File: src/rtl/change_dispenser_pkg.sv
// Shared front-panel definitions: FSM state codes, default widths, and the
// coin-selection helper used by the dispenser and coin-acceptor FSMs.
package change_dispenser_pkg;

    localparam int unsigned DEF_AMT_W       = 3;
    localparam int unsigned DEF_ACK_TIMEOUT = 15;

    typedef enum logic [2:0] {
        S_IDLE = 3'b000,
        S_D100 = 3'b001,
        S_D50  = 3'b010,
        S_REL  = 3'b011,
        S_DONE = 3'b100,
        S_ERR  = 3'b101
    } state_t;

    // Largest coin first: 100 while at least two units remain, then 50, then finish.
    function automatic state_t disp_state(input logic ge2, input logic eq1);
        if (ge2) begin
            return S_D100;
        end else if (eq1) begin
            return S_D50;
        end
        return S_DONE;
    endfunction

endpackage

File: src/rtl/change_dispenser_rise_detect.sv
// Registered rising-edge detector for front-panel buttons; a level already high
// when reset releases must fall before it can produce a pulse.
module rise_detect (
    input  logic clk,
    input  logic rst,
    input  logic in,
    output logic pulse
);

    logic r_prev;
    logic r_armed;
    logic r_pulse;

    always_ff @(posedge clk or negedge rst) begin
        if (!rst) begin
            r_prev  <= 1'b0;
            r_armed <= 1'b0;
            r_pulse <= 1'b0;
        end else begin
            r_prev  <= in;
            r_armed <= r_armed | ~in;
            r_pulse <= in & ~r_prev & r_armed;
        end
    end

    assign pulse = r_pulse;

endmodule

File: src/rtl/change_dispenser.sv
// Change dispenser FSM: pays out an amount in 100/50 coins through a hopper
// handshake, with an acknowledge timeout that parks the machine in ERR.
module change_dispenser
    import change_dispenser_pkg::*;
#(
    parameter int unsigned AMT_W       = DEF_AMT_W,
    parameter int unsigned ACK_TIMEOUT = DEF_ACK_TIMEOUT
) (
    input  logic             clk,
    input  logic             rst,
    input  logic             start,
    input  logic [AMT_W-1:0] amount,
    input  logic             hop_ack,
    output logic             coin100,
    output logic             coin50,
    output logic             busy,
    output logic             done,
    output logic             err,
    output logic [AMT_W-1:0] remain,
    output logic [2:0]       state
);

    localparam int unsigned TMO_W = $clog2(ACK_TIMEOUT + 1);

    state_t           r_state;
    state_t           w_state_nxt;
    logic [AMT_W-1:0] r_remain;
    logic [AMT_W-1:0] w_remain_nxt;
    logic [TMO_W-1:0] r_tmo;
    logic [TMO_W-1:0] w_tmo_nxt;
    logic             w_sp;

    rise_detect u_start_rd (
        .clk   (clk),
        .rst   (rst),
        .in    (start),
        .pulse (w_sp)
    );

    always_ff @(posedge clk or negedge rst) begin
        if (!rst) begin
            r_state  <= S_IDLE;
            r_remain <= '0;
            r_tmo    <= '0;
        end else begin
            r_state  <= w_state_nxt;
            r_remain <= w_remain_nxt;
            r_tmo    <= w_tmo_nxt;
        end
    end

    // Timeout counter defaults to zero, so it only survives while waiting in a dispense state.
    always_comb begin
        w_state_nxt  = r_state;
        w_remain_nxt = r_remain;
        w_tmo_nxt    = '0;
        case (r_state)
            S_IDLE: begin
                if (w_sp) begin
                    w_remain_nxt = amount;
                    w_state_nxt  = disp_state(amount >= AMT_W'(2), amount == AMT_W'(1));
                end
            end
            S_D100, S_D50: begin
                if (hop_ack) begin
                    if (r_state == S_D100) begin
                        w_remain_nxt = (r_remain >= AMT_W'(2)) ? r_remain - AMT_W'(2) : '0;
                    end else begin
                        w_remain_nxt = (r_remain != '0) ? r_remain - AMT_W'(1) : '0;
                    end
                    w_state_nxt = S_REL;
                end else if (r_tmo >= TMO_W'(ACK_TIMEOUT - 1)) begin
                    w_state_nxt = S_ERR;
                end else begin
                    w_tmo_nxt = r_tmo + TMO_W'(1);
                end
            end
            S_REL: begin
                if (!hop_ack) begin
                    w_state_nxt = disp_state(r_remain >= AMT_W'(2), r_remain == AMT_W'(1));
                end
            end
            S_DONE: begin
                w_state_nxt = S_IDLE;
            end
            S_ERR: begin
                if (w_sp) begin
                    w_state_nxt  = S_IDLE;
                    w_remain_nxt = '0;
                end
            end
            default: begin
                w_state_nxt = S_IDLE;
            end
        endcase
    end

    assign coin100 = (r_state == S_D100);
    assign coin50  = (r_state == S_D50);
    assign done    = (r_state == S_DONE);
    assign err     = (r_state == S_ERR);
    assign busy    = !((r_state == S_IDLE) || (r_state == S_DONE) || (r_state == S_ERR));
    assign remain  = r_remain;
    assign state   = r_state;

endmodule

File: config.mk
export PLATFORM = sky130hd
export DESIGN_NAME = change_dispenser
export DESIGN_NICKNAME = d
export VERILOG_FILES = /design/src/rtl/change_dispenser_pkg.sv /design/src/rtl/change_dispenser_rise_detect.sv /design/src/rtl/change_dispenser.sv
export SDC_FILE = /design/constraint.sdc
export NUM_CORES = 1
export LEC_CHECK = 0
export ABC_AREA = 1
export CAP_MARGIN = 10
export CORE_UTILIZATION = 40
export DETAILED_ROUTE_END_ITERATION = 8
export DONT_BUFFER_PORTS = 1
export MAX_ROUTING_LAYER = met4
export PLACE_DENSITY = 0.55
export SLEW_MARGIN = 20
export SYNTH_ARGS = -nofsm -noshare
export SYNTH_HDL_FRONTEND = slang
export SYNTH_HIERARCHICAL = 1
export SYNTH_SLANG_ARGS = --single-unit
File: constraint.sdc
create_clock -name clk -period 2.68 [get_ports clk]
set_input_delay 0.536 -clock clk [delete_from_list [all_inputs] [get_ports clk]]
set_output_delay 0.536 -clock clk [all_outputs]
set_load 0.005 [all_outputs]
### Word-level counts from Yosys, hierarchy flattened

Cells that the tools add are included.
W data, S select, Z words.

* output and inout bits: 11
* bits of input ports: 7
* logic and storage cells: 67
* bits in registers: 13

* equality and inequality tests: 12
* bitwise logic cells: 5
* reductions and logical operators: 9
* muxes and demuxes: 29
* add/sub/neg operators: 3
* magnitude comparators: 3

Operator list (count)
* $mux W3: 16
* $mux W4: 3
* $pmux W3 S4: 1
* $eq A3 B1 Y1 const B: 3
* $pmux W3 S3: 1
* $mux W1: 8
* $reduce_and A4 Y1: 2
* $eq A3 B2 Y1 const B: 2
* $eq A3 B3 Y1 const B: 2
* $ge A3 B2 Y1 const B: 2
* $reduce_bool A3 Y1: 2
* $add A4 B1 Y4 const B: 1
* $ge A4 B4 Y1 const B: 1
* $ne A2 B1 Y1 const B: 2
* $ne A2 B2 Y1 const B: 2
* $logic_not A3 Y1: 1
* $ne A3 B3 Y1 const B: 1
* $sub A3 B1 Y3 const B: 1
* $sub A3 B2 Y3 const B: 1
* $and A1 B1 Y1: 2
* $logic_or A1 B1 Y1: 2
* $not A1 Y1: 2
* $reduce_or A2 Y1: 1
* $logic_not A1 Y1: 1
* $or A1 B1 Y1: 1

### Logic depth before layout (Yosys ltp)

Gate-level depths: netlist (run 1).

* depth in word-level cells: 8
* gate-level depth with buffers: 9
* depth with buffers taken out: 9

### By module

Netlist (run 1), hierarchy kept.

By module, submodules not included
* change_dispenser: cells an instance 111, times used 1, area each 748.2 µm², sequential area each 250.2 µm²
* rise_detect: cells an instance 7, times used 1, area each 92.6 µm², sequential area each 75.1 µm²

### Worst setup path before layout (run 1)

No wires, ideal clock.

* path kind: register -> output
* start: register r_state[1], in the netlist state[1]
* end: output port busy
* data arrival time: 749 ps
* required time: 2144 ps
* buffers on the path: 0
* stages on the path, launching flop included: 5
* slack: 1395 ps
* path through: dfrtp_1 inv_2 nand3_1 inv_1 nor2_1

* elaborated cells between the ends (all ways): 6
* classes of those cells: eq/ne: 2; reduce/logical: 4

RTL lines
* from (decl): RTL line change_dispenser.sv:25 `state_t r_state;`
* from (signal assigned): RTL line change_dispenser.sv:46 `r_state <= w_state_nxt;`
* $eq A3 B3 Y1
* net err: RTL line change_dispenser.sv:18 `output logic err,`
* $logic_or A1 B1 Y1: RTL line change_dispenser.sv:102 `assign busy = !((r_state == S_IDLE) || (r_state == S_DONE) || (r_state == S_ERR));`
* $logic_not A1 Y1: RTL line change_dispenser.sv:102
* to (decl): RTL line change_dispenser.sv:16 `output logic busy,`

The timed path passes the listed nets, and every way through them passes these cells.

### Worst setup path in the final report (run 1)

* start: register r_state[1], in the netlist state[1]
* end: output port coin100

* longest elaborated chain between the ends: 1

Ends and longest elaborated chain
* $eq A3 B1 Y1: RTL line change_dispenser.sv:98 `assign coin100 = (r_state == S_D100);`
* to (decl): RTL line change_dispenser.sv:14 `output logic coin100,`

No other way between the ends.

==> results of run 1 <==
## kinds of logic after synthesis
logic type      count (synthesis)  synth area share
compound gates                  9           0.05357
fa+ha+maj                       5           0.07440
flops                          13            0.3869
xor+xnor                        2           0.02084
buf+inv                        20           0.08928
simple gates                   69            0.3750
## worst max-delay path by stage
stage                          to  slack, ns  cells past startpoint
after CTS                    busy       0.98                      4
after detailed placement     busy       1.29                      4
after floorplan              busy       1.40                      4
after global routing         busy       0.85                      4
after global placement       busy       1.30                      4
final                     coin100       1.00                      3
## routing by layer
layer	GRT usage	vias up	share of wire
li1	-	375	-
met1	0.2075	318	0.46
met2	0.2730	14	0.47
met3	0.04528	2	0.063
met4	0.08333	0	0.0089
met5	-	-	0
## cell usage in the layout, fill, tap and decap left out
cell / synthesis / routed
nand3_1: 14 / 14
o21ai_0: 4 / 4
nand3_2: 1 / 1
o21ai_1: 4 / 4
a21oi_1: 1 / 1
nor2_2: 2 / 2
dfrtp_1: 13 / 13
xnor2_1: 1 / 1
dlygate4sd3_1: 0 / 1
clkbuf_1: 0 / 1
nand2_2: 4 / 4
nor3_2: 1 / 1
ha_1: 5 / 5
nor2_4: 1 / 1
inv_1: 18 / 18
inv_2: 2 / 2
nor2_1: 15 / 15
nand2_1: 30 / 30
nand3b_1: 1 / 1
xor2_1: 1 / 1
clkbuf_4: 0 / 3
## per-stage QoR
stage	setup slack [ns]	cells	hold slack (ns)
3_3_place_gp	1.295	145	0.2406
3_5_place_dp	1.292	145	0.2406
6_report	1.003	150	0.2939
2_1_floorplan	1.395	118	0.2404
4_1_cts	0.9779	150	0.2816
5_1_grt	0.8527	150	0.2708
## power by group through the flow
stage	Sequential [mW]	Clock (mW)	Combinational, mW
after global routing	0.326	0.135	0.595
after detailed placement	0.320	0	0.500
final	0.315	0.119	0.500
after CTS	0.316	0.125	0.507
after floorplan	0.304	0	0.418
after global placement	0.319	0	0.501
## cell type report
class / count / area (um2) / share of cell area
flip-flops and latches: 13 / 325.3 / 0.3571
clock buffers: 4 / 26.28 / 0.02885
repair buffers: 1 / 10.01 / 0.01099
multi-input cells: 85 / 440.4 / 0.4835
inverters: 20 / 75.07 / 0.08242
well taps: 27 / 33.78 / 0.03709
## Yosys cell counts (all sizes together)
cell,number,area share
ha,5,0.074
nor2,18,0.095
nand3,15,0.095
inv,20,0.089
nor3,1,0.012
dfrtp,13,0.39
xnor2,1,0.010
xor2,1,0.010
nand2,34,0.16
nand3b,1,0.0089
o21ai,8,0.048
a21oi,1,0.0059
## registers in the layout, indices dropped and copies added (netlist names)
| signal | cells |
|---|---|
| state | 3 |
| u_start_rd/r_armed | 1 |
| u_start_rd/r_prev | 1 |
| u_start_rd/pulse | 1 |
| remain | 3 |
| r_tmo | 4 |
## worst max-delay path: cells and delay by family (launching register included)
kind                   cells  cell delay, ns
flip-flops                 1            0.44
AND/OR/NAND/NOR            1            0.14
buffers and inverters      2            0.29
## what timing repair did
action,CTS,global route
hold buffers,1,0
endpoints found under the hold margin,13,0
buffers inserted,0,0
==> impl_metrics.toml, run 1 <==
[setup_path]
setup.worst_path.end_class = "output pin"
r2r-start = "remain[2]$_DFFE_PN0P_"
critPathMaxFanout = 6
crit_start = "state[1]$_DFFE_PN0P_"
worstSetupPathType = "reg2out"
worstPathRequired_ns = 2.14
worstPathCellList = "inv_2, nand3_1, inv_1"
critPathLaunchType = "flop"
max_stage_delay_ns = 0.44
rr_worst_depth = 9
regToRegSetupSlack_ns = 1.32
cp.arrival_ns = 1.14
cpMaxStageDelayCell = "dfrtp_1"
r2r_end = "remain[1]$_DFFE_PN0P_"

[flow_run]
maxCapViolations = 0

[yosys]
syn_inst = 118
seq_area_frac_synth = 0.3869
synthesis.area_um2 = 840.8
ys_ff_latch = 13
syn_area_per_cell_um2 = 7.125
synth_cell_type_count = 18
syn_nets = 130
yosys_warnings = 6

[global_route]
grt_util_all_layers = 0.1744
antenna_found_initial = 0
overflow = 0
grt_pass1_vias = 653
grt_pass1_wl_um = 2594
grt_max_degree = 14

[sta]
rsz0062_at_grt = "false"
fin_crit_sh = 0.6256
max_freq_mhz = 596.4
tns_ns = 0
fin_skew_ns = 0.007977
relSlewSlack = 0.6183
period_needed_ns = 1.677
setup_violations = 0
finalMaxSlewViolations = 0
timing.final.hold_violations = 0
worstMarginPinSlew_ns = 0.5707

[power]
p_sw_uw = 463.2
seq_power_share = 0.337
fin_total_pwr_uw = 934.1
pwr-share-comb = 0.536
swShare = 0.4959
internal_power_uw = 470.9
p_per_area_nw_per_um2 = 1025
cellLeakagePower_nw = 0.4948
p_clk_frac = 0.127
ir_drop_mv = 0.3773

[placement]
placed_area_um2 = 874.6
io_buffers = 0
gp_congestion = 0.8054
dp_hpwl_um = 1294

[clock_network]
cts_root_buf = "clkbuf_4"
clock_sinks = 13
cts.path.max_buffers = 2
clk_latency_ns = 0.27
cts_made_buffers = 3
cts_resized = 0
path_clk_slew_ns = 0.08
cts_tree = "done"
h-tree-depth = 1

[worst_hold_path]
min_path_type = "in2reg"
hold_path_startpoint = "start"
hold_end = "u_start_rd/r_prev$_DFF_PN0_"
min_path_cells = 0

[floorplan]
io_pins = 18
core_area_um2 = 1962
initial_utilization = 0.4286
dieArea_um2 = 2289
die_width_um = 47.85
die_h_um = 47.85
placementRows = 16

[final_layout]
antennaDiodeCount = 0
finish.utilization = 0.4643
finish.instance_area_um2 = 910.9
nFillCells = 218
area.growth.synth_to_final_pct = 8.333
fin_nets = 136
drive_above_1_share = 0.1138

[route]
vias_per_cell = 4.727
firstDrtPassIters = 4
vias = 709
drt-initial-drc-count = 18
drcViolationCount = 0
ant_nets = 0
routed_wl_um = 1578
wl_per_cell_um = 10.52

[outcome]
status = "finished clean"
Note: power is estimated with default switching activity, not from simulation.
==> inputs of run 2 (changes only) <==
Settings changed: PLACE_DENSITY 0.55 to 0.57.
Clock period 2.68 ns to 1.5 ns, I/O delays scaled along.
==> run 2 against run 1 <==
Cell area increased by 2.2%. Clock power up 75%. Combinational power is 89% higher. Critical endpoint is now coin50.
==> impl_metrics.toml, run 2 (same netlist as run 1, synthesis figures left out) <==
[route]
drt-initial-drc-count = 13
vias = 712
routed_wl_um = 1575
wl_per_cell_um = 10.43
vias_per_cell = 4.715
drcViolationCount = 0
firstDrtPassIters = 4
ant_nets = 0

[setup_path]
critPathMaxFanout = 6
worstPathRequired_ns = 1.20
r2r-start = "state[0]$_DFFE_PN0P_"
rr_worst_depth = 7
regToRegSetupSlack_ns = 0.17
setup.worst_path.end_class = "output pin"
r2r_end = "remain[0]$_DFFE_PN0P_"
worstSetupEndpoint = "coin50"
critPathLaunchType = "flop"
cp.arrival_ns = 1.11
worstSetupPathType = "reg2out"
crit_start = "state[0]$_DFFE_PN0P_"

[clock_network]
cts_root_buf = "clkbuf_4"
cts_made_buffers = 3
clk_latency_ns = 0.27
cts.path.max_buffers = 2
clock_sinks = 13
path_clk_slew_ns = 0.08
h-tree-depth = 1
postCtsSetupBuffers = 0
cts_tree = "done"

[sta]
finalMaxSlewViolations = 0
period_needed_ns = 1.408
fin_skew_ns = 0.001384
final.setup.worst_slack_ns = 0.09183
fin_crit_sh = 0.9388
rsz0062_at_grt = "false"
max_freq_mhz = 710.1
relSlewSlack = 0.6076
tns_ns = 0
fin_hold_ws_ns = 0.05643
worstMarginPinSlew_ns = 0.5867
setup_violations = 0
timing.final.hold_violations = 0

[final_layout]
final_cell_mix = "30 x nand2_1, 15 x inv_1, 15 x nor2_1"
antennaDiodeCount = 0
area.growth.synth_to_final_pct = 10.71
fin_nets = 137
finish.instance_area_um2 = 930.9
top_register = "r_tmo"
drive_above_1_share = 0.1774
largest_reg_flops = 4
final_common_cell = "nand2_1"

[power]
p_per_area_nw_per_um2 = 1839
cellLeakagePower_nw = 0.4960
ir_drop_mv = 0.8136
fin_total_pwr_mw = 1.712

[floorplan]
die_width_um = 47.85
die_h_um = 47.85
dieArea_um2 = 2289
initial_utilization = 0.4286
io_pins = 18
core_area_um2 = 1962
placementRows = 16

[global_route]
overflow = 0
grt_util_all_layers = 0.1592
grt_max_degree = 14
antenna_found_initial = 0
grt_pass1_vias = 624
grt_pass1_wl_um = 2380

[placement]
dp_slack_ns = 0.1088
gp_congestion = 0.8470
dp_hpwl_um = 1285
io_buffers = 0
placed_area_um2 = 882.1

[worst_hold_path]
min_path_type = "in2reg"

[outcome]
status = "finished clean"

[flow_run]
maxCapViolations = 0
-- run 2: per-stage QoR --
step | util | cells
2_1_floorplan | - | 118
6_report | 0.4745 | 151
3_5_place_dp | 0.4496 | 146
4_1_cts | 0.4681 | 151
5_1_grt | 0.4745 | 151
3_3_place_gp | 0.4496 | 146
-- run 2: where the power goes --
part           leakage [nW]  switching [mW]  total (mW)  internal (mW)
combinational         0.319           0.621       0.943          0.322
sequential            0.162           0.117       0.561          0.444
clock                0.0150           0.105       0.208          0.103
-- run 2: how the worst min path moves through the flow --
stage	cells after the start	startpoint	to	slack (ns)
finish	0	start	u_start_rd/r_prev$_DFF_PN0_	0.06
global route	0	start	u_start_rd/r_prev$_DFF_PN0_	0.04
CTS	0	start	u_start_rd/r_prev$_DFF_PN0_	0.04
detailed placement	0	rst	r_tmo[2]$_DFF_PN0_	0.005
global placement	0	rst	r_tmo[0]$_DFF_PN0_	0.005
floorplan	0	rst	r_tmo[0]$_DFF_PN0_	0.004
-- run 2: metal layers --
layer  routed length, um  GRT usage  vias to the layer above
met2                 736     0.2622                       17
li1                    -          -                      380
met1                 758     0.1772                      313
met4                  14    0.08333                        0
met3                  66    0.03774                        2
met5                   0          -                        -
-- run 2: layout make-up --
cell class | count | area (um2)
fill | 213 | 1031
multi-input combinational | 85 | 450.4
sequential | 13 | 327.8
inverter | 20 | 75.07
tap | 27 | 33.78
clock buffer | 4 | 26.28
timing repair buffer | 2 | 17.52
-- run 2: repair_timing --
action                                 in CTS  in global routing
resized for setup                           0                  7
setup endpoints to repair                   0                  5
endpoints found under the hold margin      13                  0
hold buffers                                1                  0
-- run 2: critical path: stages (launching register included) --
cell and delay (ns):
dfrtp_2 0.46, inv_2 0.11, nand3_2 0.13, inv_1 0.15
==> inputs of run 3 (changes only) <==
Settings changed: ABC_AREA 1 to unset, REMOVE_ABC_BUFFERS set to 1.
==> run 3 against run 2 <==
The run now ends with negative setup slack left. Via count rose by 32%. Critical endpoint is now err. Cell area rose by 49%. Worst hold slack got worse by 0.018 ns. Wire length rose by 68%. Synthesized area rose by 15%. Global-route usage rose by 5.9 points. Final cell count rose by 12%. Power rose by 73%. Count of clock-buffer cells in the layout did not move. First-iteration DRC count rose by 31%. Largest cell class unchanged.
==> impl_metrics.toml, run 3 <==
[outcome]
status = "complete, but fails checks"
violations = "negative setup slack"

[final_layout]
seq_area_um2 = 330.3
fin_nets = 154
largest_reg_flops = 4
final_common_cell = "buf_4"
antennaDiodeCount = 0
nFillCells = 197
multi_input_comb_area_um2 = 673.1
finish.instance_area_um2 = 1390
final_cell_mix = "30 x buf_4, 9 x dfrtp_1, 7 x nor2_1"
top_register = "r_tmo"
drive_above_1_share = 0.4610
area.growth.synth_to_final_pct = 43.17

[floorplan]
initial_utilization = 0.4306
die_h_um = 51.27
io_pins = 18
die_width_um = 51.27
dieArea_um2 = 2628
placementRows = 17
core_area_um2 = 2255

[sta]
final.setup.worst_slack_ns = -0.06487
fin_crit_sh = 1.043
relSlewSlack = 0.5840
setup_violations = 8
worstMarginPinSlew_ns = 0.6220
period_needed_ns = 1.565
fin_skew_ns = 0.001625
timing.final.hold_violations = 0
max_freq_mhz = 639.0
rsz0062_at_grt = "true"
finalMaxSlewViolations = 0

[yosys]
yosysMostFrequentCell = "dfrtp_1"
synth_fa_ha_area_frac = 0.06443
synth-compound-area-share = 0.2320
synth_top_family_by_area = "compound AO/OA/AOI/OAI gates"
synthesis.area_um2 = 970.9
yosys-top-cells-count = "13 x dfrtp_1, 9 x inv_1, 9 x nor2_1"
synthFlopType = "dfrtp_1"
synth_xor_area_frac = 0.03608
synthSimpleGateAreaFrac = 0.2075
yosysTopAreaCellShare = 0.3351
yosys-top-cells-area = "dfrtp_1 34%, ha_1 6.4%, inv_1 3.5%"
ys_async_sr_fraction = 1.000
synth-edff-count = 0
syn_inst = 107
syn_area_per_cell_um2 = 9.074
ys_ff_latch = 13
synthMuxAreaShare = 0.04381
synth_cell_type_count = 42
yosys_warnings = 6
synth_area_leader_cell = "dfrtp_1"
seq_area_frac_synth = 0.3351

[placement]
io_buffers = 0
placed_area_um2 = 1156
dp_hpwl_um = 1800
gp_congestion = 0.8676
dp_slack_ns = -0.1150

[clock_network]
clk_latency_ns = 0.28
h-tree-depth = 1
cts_made_buffers = 3
clock_sinks = 13
cts.path.max_buffers = 2
path_clk_slew_ns = 0.09
cts_root_buf = "clkbuf_4"
cts_tree = "done"

[setup_path]
crit_start = "state[1]$_DFFE_PN0P_"
worstSetupPathType = "reg2out"
r2r_end = "remain[0]$_DFFE_PN0P_"
setup.worst_path.end_class = "output pin"
cp.arrival_ns = 1.26
critPathLaunchType = "flop"
critPathMaxFanout = 8
r2r-start = "state[0]$_DFFE_PN0P_"
regToRegSetupSlack_ns = -0.06
worstPathRequired_ns = 1.20
rr_worst_depth = 5

[global_route]
grt_pass1_vias = 930
overflow = 0
grt_util_all_layers = 0.2180
antenna_found_initial = 0
grt_max_degree = 14
grt_pass1_wl_um = 4029

[route]
routed_wl_um = 2647
firstDrtPassIters = 4
drt-initial-drc-count = 17
drcViolationCount = 0
wl_per_cell_um = 15.66
ant_nets = 0
vias = 942
vias_per_cell = 5.574

[worst_hold_path]
min_path_type = "in2reg"
hold_path_startpoint = "start"
min_path_cells = 0
hold_end = "u_start_rd/r_prev$_DFF_PN0_"

[power]
p_per_area_nw_per_um2 = 2130
cellLeakagePower_nw = 0.6486
ir_drop_mv = 1.078

[flow_run]
maxCapViolations = 0
## run 3: critical path, stage by stage (launching register included)
cell,delay [ns]
dfrtp_2,0.50
nand2b_4,0.17
or2_4,0.26
inv_2,0.06
## run 3: worst max-delay path by stage
stage                                 end  slack, ns  cells after the start
finish                                err      -0.06                      3
global route        remain[0]$_DFFE_PN0P_      -0.13                      5
CTS                  state[1]$_DFFE_PN0P_      -0.05                      7
detailed placement  remain[1]$_DFFE_PN0P_      -0.12                      4
global placement     state[1]$_DFFE_PN0P_      -0.11                      7
floorplan           remain[1]$_DFFE_PN0P_      -0.26                      4
## run 3: final cells by class
| class | instances | area share |
|---|---|---|
| repair buffers | 36 | 0.2097 |
| flip-flops and latches | 13 | 0.2376 |
| clock buffers | 4 | 0.01890 |
| multi-input cells | 79 | 0.4842 |
| well taps | 28 | 0.02520 |
| inverters | 9 | 0.02430 |
## run 3: repair_timing
item	in CTS	in global routing
gates resized for setup	21	13
setup endpoints to repair	13	15
hold buffers	1	0
pin swaps	13	7
endpoints found under the hold margin	13	0
setup buffers	7	2
## run 3: where the power goes
group,internal (mW),total [mW],switching [mW]
combinational,1.18,2.13,0.955
clock,0.103,0.231,0.128
sequential,0.460,0.598,0.137
total,1.74,2.96,1.22
## run 3: logic make-up (layout without fill, tap and decap cells)
group | after synthesis | count (layout)
simple gates | 37 | 37
compound gates | 29 | 29
buf+inv | 15 | 49
flops | 13 | 13
fa+ha+maj | 5 | 5
xor+xnor | 4 | 4
mux | 4 | 4
## run 3: metrics by stage
step	utilization	instances	hold slack [ns]	setup TNS, ns	power, mW
final	0.6165	169	0.03805	-0.2463	2.962
after global routing	0.6165	169	0.02165	-0.6738	3.163
after CTS	0.5805	167	0.03648	-0.2489	2.744
after detailed placement	0.5128	155	0.004700	-0.3336	2.174
after global placement	0.5128	155	0.004704	-0.2938	2.167
after floorplan	-	101	0.004409	-0.5940	1.475
## run 3: per-layer routing
layer / vias to the layer above / global-route usage / share of wire
met5: - / - / 0
li1: 450 / - / -
met3: 5 / 0.04167 / 0.047
met4: 0 / 0.08108 / 0.012
met2: 27 / 0.3531 / 0.50
met1: 460 / 0.2699 / 0.44
